$ cat src/rtl/uart_mmio_resp.sv
// uart_mmio_resp: memory-mapped console UART responder on the CPU data-sram bus.
// A small TX FIFO is drained one byte at a time with a fixed idle gap between bytes.
// The console input is polled periodically, and one received character is held until it is read.
module uart_mmio_resp #(
    parameter logic [63:0] BASE_ADDR  = 64'h0000_0000_1000_0000,
    parameter int          FIFO_DEPTH = 8,
    parameter int          TX_GAP     = 4,
    parameter int          RX_POLL    = 16
) (
    input  logic        clock,
    input  logic        reset,
    input  logic        en,
    input  logic [7:0]  we,
    input  logic [63:0] addr,
    input  logic [63:0] wdata,
    output logic [63:0] rdata,
    output logic        io_uart_out_valid,
    output logic [7:0]  io_uart_out_ch,
    output logic        io_uart_in_valid,
    input  logic [7:0]  io_uart_in_ch
);

    localparam int PW = (FIFO_DEPTH > 1) ? $clog2(FIFO_DEPTH) : 1;
    localparam int CW = PW + 1;
    localparam logic [7:0] GAP_LAST  = 8'((TX_GAP > 0) ? (TX_GAP - 1) : 0);
    localparam logic [7:0] POLL_LAST = 8'((RX_POLL > 0) ? (RX_POLL - 1) : 0);
    localparam logic [7:0] OFF_TX     = 8'h00;
    localparam logic [7:0] OFF_STATUS = 8'h08;
    localparam logic [7:0] OFF_RX     = 8'h10;

    typedef enum logic [1:0] {
        ST_IDLE,
        ST_SEND,
        ST_GAP
    } tx_state_t;

    tx_state_t       state_q, state_d;
    logic [7:0]      gap_q, gap_d;
    logic            out_valid_q, out_valid_d;
    logic [7:0]      out_ch_q, out_ch_d;
    logic [PW-1:0]   wr_ptr_q, wr_ptr_d;
    logic [PW-1:0]   rd_ptr_q, rd_ptr_d;
    logic [CW-1:0]   count_q, count_d;
    logic            ovf_q, ovf_d;
    logic            rx_valid_q, rx_valid_d;
    logic [7:0]      rx_data_q, rx_data_d;
    logic [7:0]      poll_cnt_q, poll_cnt_d;
    logic [63:0]     rdata_q, rdata_d;
    logic [7:0]      mem_q [FIFO_DEPTH];

    // Bus decode: a window hit is a write if any byte enable is set, otherwise a read.
    logic        sel;
    logic [7:0]  off;
    logic        rd_sel;
    logic        wr_sel;
    assign sel    = en && (addr[63:8] == BASE_ADDR[63:8]);
    assign off    = addr[7:0];
    assign rd_sel = sel && (we == 8'h00);
    assign wr_sel = sel && (we != 8'h00);

    // Only the low data byte and the clear bit of wdata carry meaning here.
    logic unused_wdata;
    assign unused_wdata = ^wdata[63:8];

    logic          push_req;
    logic          push_ok;
    logic          pop;
    logic          fifo_full;
    logic          fifo_empty;
    logic [7:0]    head;
    logic [7:0]    head_next;
    logic [PW-1:0] rd_ptr_inc;
    logic          ovf_clr;
    logic          poll;
    logic          rx_clr;
    logic [63:0]   status;

    assign pop        = (state_q == ST_SEND);
    assign fifo_full  = (count_q == CW'(FIFO_DEPTH));
    assign fifo_empty = (count_q == '0);
    assign push_req   = wr_sel && (off == OFF_TX) && we[0];
    assign push_ok    = push_req && (!fifo_full || pop);
    assign rd_ptr_inc = rd_ptr_q + PW'(1);
    assign head       = mem_q[rd_ptr_q];
    assign head_next  = mem_q[rd_ptr_inc];
    assign ovf_clr    = wr_sel && (off == OFF_STATUS) && we[0] && wdata[3];
    assign poll       = !rx_valid_q && (poll_cnt_q == POLL_LAST);
    assign rx_clr     = rd_sel && (off == OFF_RX) && rx_valid_q;
    assign status     = {48'h0, 8'(count_q), 4'h0, ovf_q, rx_valid_q, fifo_empty, fifo_full};

    assign rdata             = rdata_q;
    assign io_uart_out_valid = out_valid_q;
    assign io_uart_out_ch    = out_ch_q;
    assign io_uart_in_valid  = poll;

    // FIFO pointer/count bookkeeping; a pop frees the slot a same-cycle push needs.
    always_comb begin
        wr_ptr_d = push_ok ? (wr_ptr_q + PW'(1)) : wr_ptr_q;
        rd_ptr_d = pop ? rd_ptr_inc : rd_ptr_q;
        count_d  = count_q;
        if (push_ok && !pop) begin
            count_d = count_q + CW'(1);
        end else if (!push_ok && pop) begin
            count_d = count_q - CW'(1);
        end
        ovf_d = ovf_q;
        if (push_req && !push_ok) begin
            ovf_d = 1'b1;
        end else if (ovf_clr) begin
            ovf_d = 1'b0;
        end
    end

    // TX sequencer: the strobe is launched on entry to SEND, and the head pops during SEND.
    always_comb begin
        state_d     = state_q;
        gap_d       = gap_q;
        out_valid_d = 1'b0;
        out_ch_d    = out_ch_q;
        case (state_q)
            ST_IDLE: begin
                if (!fifo_empty) begin
                    state_d     = ST_SEND;
                    out_valid_d = 1'b1;
                    out_ch_d    = head;
                end
            end
            ST_SEND: begin
                if (TX_GAP != 0) begin
                    state_d = ST_GAP;
                    gap_d   = 8'h00;
                end else if (count_q > CW'(1)) begin
                    state_d     = ST_SEND;
                    out_valid_d = 1'b1;
                    out_ch_d    = head_next;
                end else begin
                    state_d = ST_IDLE;
                end
            end
            ST_GAP: begin
                if (gap_q == GAP_LAST) begin
                    gap_d = 8'h00;
                    if (!fifo_empty) begin
                        state_d     = ST_SEND;
                        out_valid_d = 1'b1;
                        out_ch_d    = head;
                    end else begin
                        state_d = ST_IDLE;
                    end
                end else begin
                    gap_d = gap_q + 8'h01;
                end
            end
            default: state_d = ST_IDLE;
        endcase
    end

    // RX poller: counts only while no character is held; a read of RXDATA releases the holder.
    always_comb begin
        rx_valid_d = rx_valid_q;
        rx_data_d  = rx_data_q;
        poll_cnt_d = poll_cnt_q;
        if (rx_clr) begin
            rx_valid_d = 1'b0;
        end else if (!rx_valid_q) begin
            if (poll) begin
                poll_cnt_d = 8'h00;
                if (io_uart_in_ch != 8'hFF) begin
                    rx_valid_d = 1'b1;
                    rx_data_d  = io_uart_in_ch;
                end
            end else begin
                poll_cnt_d = poll_cnt_q + 8'h01;
            end
        end
    end

    // Read data mux: only a window read updates rdata, everything else holds it.
    always_comb begin
        rdata_d = rdata_q;
        if (rd_sel) begin
            case (off)
                OFF_STATUS: rdata_d = status;
                OFF_RX:     rdata_d = rx_valid_q ? {56'h0, rx_data_q} : 64'hFF;
                default:    rdata_d = 64'h0;
            endcase
        end
    end

    // FIFO storage has no reset; pointers and count define which entries are live.
    always_ff @(posedge clock) begin
        if (push_ok) begin
            mem_q[wr_ptr_q] <= wdata[7:0];
        end
    end

    // State registers with synchronous reset.
    always_ff @(posedge clock) begin
        if (reset) begin
            state_q     <= ST_IDLE;
            gap_q       <= 8'h00;
            out_valid_q <= 1'b0;
            out_ch_q    <= 8'h00;
            wr_ptr_q    <= '0;
            rd_ptr_q    <= '0;
            count_q     <= '0;
            ovf_q       <= 1'b0;
            rx_valid_q  <= 1'b0;
            rx_data_q   <= 8'h00;
            poll_cnt_q  <= 8'h00;
            rdata_q     <= 64'h0;
        end else begin
            state_q     <= state_d;
            gap_q       <= gap_d;
            out_valid_q <= out_valid_d;
            out_ch_q    <= out_ch_d;
            wr_ptr_q    <= wr_ptr_d;
            rd_ptr_q    <= rd_ptr_d;
            count_q     <= count_d;
            ovf_q       <= ovf_d;
            rx_valid_q  <= rx_valid_d;
            rx_data_q   <= rx_data_d;
            poll_cnt_q  <= poll_cnt_d;
            rdata_q     <= rdata_d;
        end
    end

endmodule

$ cat config.mk
export PLATFORM = sky130hd
export DESIGN_NAME = uart_mmio_resp
export DESIGN_NICKNAME = d
export VERILOG_FILES = /design/src/rtl/uart_mmio_resp.sv
export SDC_FILE = /design/constraint.sdc
export NUM_CORES = 1
export LEC_CHECK = 0
export ABC_AREA = 1
export BUFFER_PORTS_ARGS = -buffer_cell sky130_fd_sc_hd__clkbuf_2
export CORE_ASPECT_RATIO = 0.7
export CORE_MARGIN = 1
export CORE_UTILIZATION = 50
export DETAILED_ROUTE_END_ITERATION = 12
export HOLD_SLACK_MARGIN = 0.05
export PLACE_DENSITY = 0.89
export SLEW_MARGIN = 20
export SYNTH_ARGS = -nofsm -noshare
export SYNTH_HDL_FRONTEND = slang
export SYNTH_SLANG_ARGS = --single-unit
$ cat constraint.sdc
create_clock -name clock -period 2.75 [get_ports clock]
set_input_delay 0 -clock clock [delete_from_list [all_inputs] [get_ports clock]]
set_output_delay 0 -clock clock [all_outputs]
set_load 0.02 [all_outputs]
-- After elaboration in Yosys (flattened, before gate mapping)
Memories as Yosys holds them, arrays and structs flattened. A register that Yosys moved wholly into a read port is not among the register bits.
Index checks and enable logic that the tools add are counted.
- flip-flop bits (word level): 111
- RAM bits: 64
- input bits: 147
- output and inout bits: 74
- logic and storage cells: 92
- memories kept: 1
- $add $sub $neg: 6
- eq/ne operators: 11
- mux-type cells: 26
- bitwise logic cells: 2
- reduce and logical (&&, ||, !) cells: 34
- memory list (name ; depth ; width ; rd ports ; clocked after memory_dff ; wr ports ; RTL line ; RTL):
    mem_q ; 8 ; 8 ; 1 ; 1 ; 1 ; 49 ; logic [7:0] mem_q [FIFO_DEPTH];
- operator list (operator ; count):
    $eq A56 B21 Y1 const B ; 1
    $mux W8 ; 5
    $pmux W8 S2 ; 2
    $pmux W12 S2 ; 1
    $add A8 B1 Y8 const B ; 2
    $eq A8 B4 Y1 const B ; 2
    $logic_not A8 Y1 ; 2
    $logic_and A1 B1 Y1 ; 15
    $mux W1 ; 10
    $eq A8 B2 Y1 const B ; 1
    $eq A8 B5 Y1 const B ; 1
    $mux W4 ; 2
    $ne A8 B8 Y1 const B ; 1
    $reduce_bool A2 Y1 ; 4
    $reduce_bool A8 Y1 ; 1
    $add A3 B1 Y3 const B ; 2
    $mux W3 ; 2
    $pmux W2 S3 ; 1
    $reduce_and A2 Y1 ; 3
    $add A4 B1 Y4 const B ; 1
    $eq A4 B4 Y1 const B ; 1
    $logic_not A1 Y1 ; 4
    $logic_not A4 Y1 ; 1
    $mux W2 ; 2
    10 further kinds ; 12

-- Longest topological paths before layout
- depth in word-level cells: 10
- depth in mapped cells: 19
- mapped depth without buffers: 19

-- Least setup slack after synthesis
Ideal clock, no wire load.
- kind: register to register
- from: register state_q[1]
- to: register count_q[3]
- data arrival time: 2163 ps
- path slack: 467 ps
- stages on the path, launching flop included: 16
- clock period less this slack: 2283 ps
- cells stage by stage: dfxtp_1 inv_1 ha_1 nor2_1 nor3_4 ha_1 inv_1 ha_1 nand2_1 nand2_1 a21oi_1 nor2_1 nor2_1 nand2_1 o21ai_0 a21oi_1
- cells in the longest elaborated chain, start to end: 6
- elaborated cells on any way between the ends: 9
- RTL lines (what ; RTL line ; RTL):
    from (decl) ; 37 ; tx_state_t state_q, state_d;
    from (signal assigned) ; 213 ; state_q <= state_d;
    $eq A2 B1 Y1 * ; 78 ; assign pop = (state_q == ST_SEND);
    $logic_or A1 B1 Y1 * ; 82 ; assign push_ok = push_req && (!fifo_full || pop);
    $logic_and A1 B1 Y1 * ; 82 ;
    net push_ok ; 66 ; logic push_ok;
    $logic_not A1 Y1 ; 103 ; end else if (!push_ok && pop) begin
    $logic_and A1 B1 Y1 ; 103 ;
    $reduce_bool A2 Y1 (no line) ; n/a ;
    to (signal assigned) ; 219 ; count_q <= count_d;
    to (decl) ; 43 ; logic [CW-1:0] count_q, count_d;
Mark *: on every way through the listed nets, which the timed path passes. The rest lies on a longest branch.
A chain may end at the register's enable or synchronous reset.

-- Worst setup path after layout
Ends and elaborated chain as after synthesis.

==> flow_metrics.py <==
metrics = {
    "sta": {
        "tightest_slew_ns": 0.784,
        "setup_tns_ns": 0,
        "hold_viol_final": 0,
        "maxClockFrequency_ghz": 0.403,
        "skew_ns": 0.00648,
        "holdWs_ns": 0.0904,
        "rsz0062_at_grt": "false",
        "min_period_ns": 2.48,
        "setup_ws_ns": 0.269,
        "slew_headroom_pct": 47.7,
        "finalCritPeriodShare_pct": 90.2,
        "drv_slew": 0,
        "setup_viol": 0,
    },
    "power": {
        "combPwrFrac_pct": 23.7,
        "intPower_mw": 3.97,
        "power.density_nw_per_um2": 770,
        "p_seq_share_pct": 37.7,
        "peakVddDrop_mv": 0.701,
        "clkPwrFrac_pct": 38.6,
        "power_leakage_nw": 3.17,
        "swShare_pct": 31.5,
        "switchingPower_mw": 1.83,
    },
    "grt": {
        "grt_pass1_wl_um": 24700,
        "grt_pass1_vias": 5221,
        "antenna_found_initial": 0,
        "grt_max_degree": 33,
        "grt_overflow": 0,
        "grt.total_usage_pct": 25.1,
    },
    "worst_setup_path": {
        "critPathKind": "register to register",
        "critPathMaxStageDelay_ns": 0.35,
        "crit_path_max_fanout": 7,
        "reg2reg_slack_ns": 0.27,
        "r2r-end": "count_q[3]",
        "startpoint_type": "register",
        "critical_path_arrival_ns": 2.78,
        "r2r_cells": 15,
        "required_ns": 3.05,
        "crit_start": "state_q[1]",
        "worstPathCellList": "inv_1, ha_1, nor2_2, nor3_4, ha_1, inv_1, ha_1, nand2_1, nand2_1, a21oi_1, nor2_1, nor2_1, nand2_1, o21ai_0, a21oi_1",
        "cp_slowest_cell": "ha_1",
        "cp-end-kind": "register",
        "r2r_start": "state_q[1]",
        "crit_end": "count_q[3]",
    },
    "synth": {
        "synth.most_common_cell": "nor2_1",
        "netlist_area_um2": 6160,
        "synth.area.top_cells": "edfxtp_1 31%, dfxtp_1 20%, nor2_1 12%, buf_4 6.3%, nand2_1 6.0%",
        "synth-seq-cells": 126,
        "synth_top_area_share_pct": 31.2,
        "ys_warn_count": 0,
        "synthCells": 729,
        "yosys-top-cells-count": "191 x nor2_1, 99 x nand2_1, 64 x edfxtp_1",
        "syn_avg_cell_area_um2": 8.45,
        "yosysTopAreaCell": "edfxtp_1",
        "synth.distinct_cells": 39,
        "synth_edf_count": 64,
        "synth_seq_area_share_pct": 51.3,
        "synth_flop_cell": "edfxtp_1",
        "async_flop_share_pct": 0,
    },
    "die": {
        "io_pins": 221,
        "die_h_um": 94.9,
        "start_util_pct": 52.0,
        "fp-row-count": 33,
        "die_w_um": 135,
        "coreArea_um2": 11900,
        "dieArea_um2": 12800,
    },
    "placed_design": {
        "port-buffer-count": 112,
        "place.gp.congestion": 0.873,
        "place_hpwl_um": 9760,
        "pre_cts_ws_ns": 0.316,
    },
    "clock_tree": {
        "cts_buffers": 17,
        "clock_path_buffers": 2,
        "root_buffer": "clkbuf_16",
        "cts_tree": "done",
        "insertion_delay_ns": 0.41,
        "cts_num_sinks": 126,
        "h-tree-depth": 4,
        "cts.clk_slew.worst_paths_ns": 0.06,
    },
    "detailed_routing": {
        "firstDrtPassIters": 5,
        "wirelength_um": 14900,
        "via_count": 5353,
        "wire_per_inst_um": 14.3,
        "vias_per_cell": 5.13,
        "drc_errors": 0,
        "drtIter0Drc": 485,
        "final_antenna_net_count": 0,
    },
    "min_path": {
        "hold_class": "input port to register",
        "hp-start": "reset",
    },
    "flow_run": {
        "drv_cap": 0,
    },
    "status": {
        "status": "finished, final reports clean",
    },
    "cells_and_area": {
        "antenna_cells": 0,
        "nFillCells": 901,
        "fin_nets": 1032,
        "drive_gt1_share_pct": 19.4,
        "syn_to_final_growth_pct": 22.2,
        "utilization_pct": 63.5,
    },
}
## cells in the final DEF, fill, tap and decap left out, types with 2 or more instances in the layout
cell type / instances
clkinv_2: 4
nand2_2: 4
inv_6: 2
nor3_1: 10
xor2_1: 4
a31oi_1: 9
buf_4: 13
nor2_1: 190
o211a_1: 3
o32ai_1: 16
nor3b_1: 2
o21a_1: 5
nand4_1: 17
nand3_1: 15
inv_1: 52
conb_1: 52
edfxtp_1: 64
o21ai_0: 55
a21oi_1: 21
inv_2: 2
dlygate4sd3_1: 18
nor2_2: 4
clkinvlp_4: 4
dfxtp_1: 62
clkbuf_16: 17
clkbuf_2: 112
bufinv_16: 3
ha_1: 11
nand2_1: 99
## layer usage
layer  vias up  GRT usage [%]  part of all wire (%)
met4         0           9.18                   1.7
met5         -              0                     0
li1       2630              -                     -
met3        23           5.80                   7.5
met2       237           42.4                    48
met1      2463           31.7                    43
## state kept, by name, indices dropped and copies added, names as in the netlist, named ones only
name	flops
io_uart_out_ch	8
rx_valid_q	1
ovf_q	1
io_uart_out_valid	1
rx_data_q	8
mem_q	64
rdata	12
gap_q	8
poll_cnt_q	8
rd_ptr_q	3
state_q	2
count_q	4
wr_ptr_q	3
## worst min path at each step
stage,depth (start not counted),slack (ns),endpoint
after CTS,2,0.07,rdata[3]
final,2,0.09,register
after global placement,1,0.27,mem_q[0][6]
after floorplan,0,0.1,mem_q[0][0]
after global routing,2,0.09,register
after detailed placement,1,0.28,mem_q[1][6]
## worst max-delay path: cells and delay by family, from the launching register on
family / cells / cell delay [ns]
compound gates: 3 / 0.36
fa+ha+maj: 3 / 0.85
buf+inv: 2 / 0.22
flops: 1 / 0.33
simple gates: 7 / 0.62
## logic make-up after synthesis
| kind of cell | count (synthesis) | synth area share, % |
|---|---|---|
| buffers and inverters | 123 | 10.7 |
| and+or+nand+nor | 348 | 23.6 |
| AOI/OAI and AO/OA | 114 | 11.0 |
| DFF | 126 | 51.3 |
| adders and majority gates | 12 | 2.56 |
| other | 1 | 0.0609 |
| xor gates and xnor gates | 5 | 0.711 |
## final cells by class
type | count | area, um^2 | area share [%]
sequential | 126 | 3160 | 42.0
multi-input combinational | 531 | 2530 | 33.6
timing repair buffer | 143 | 838 | 11.1
clock buffer | 17 | 425 | 5.65
inverter | 54 | 203 | 2.69
tap | 157 | 196 | 2.61
clock inverter | 15 | 170 | 2.26
## repair_timing
action	4_1_cts	5_1_grt
hold buffers	18	0
endpoints found under the setup margin	0	1
endpoints found under the hold margin	77	0
resized for setup	0	1
buffers inserted	0	0
## through the flow
step | instance area, um^2 | total power [mW] | cells
after floorplan | 6350 | 3.20 | 780
after global placement | 6750 | 3.45 | 993
after detailed placement | 6750 | 3.51 | 993
after CTS | 7530 | 5.80 | 1043
after global routing | 7530 | 6.08 | 1043
final | 7530 | 5.80 | 1043
## power groups by stage
stage	clock [mW]	combinational, mW	sequential, mW
after global placement	0	1.24	2.21
after CTS	2.26	1.36	2.18
final	2.23	1.37	2.19
after global routing	2.34	1.54	2.20
after detailed placement	0	1.29	2.22
after floorplan	0	0.938	2.26
No activity file was read; power rests on OpenSTA's default activity.
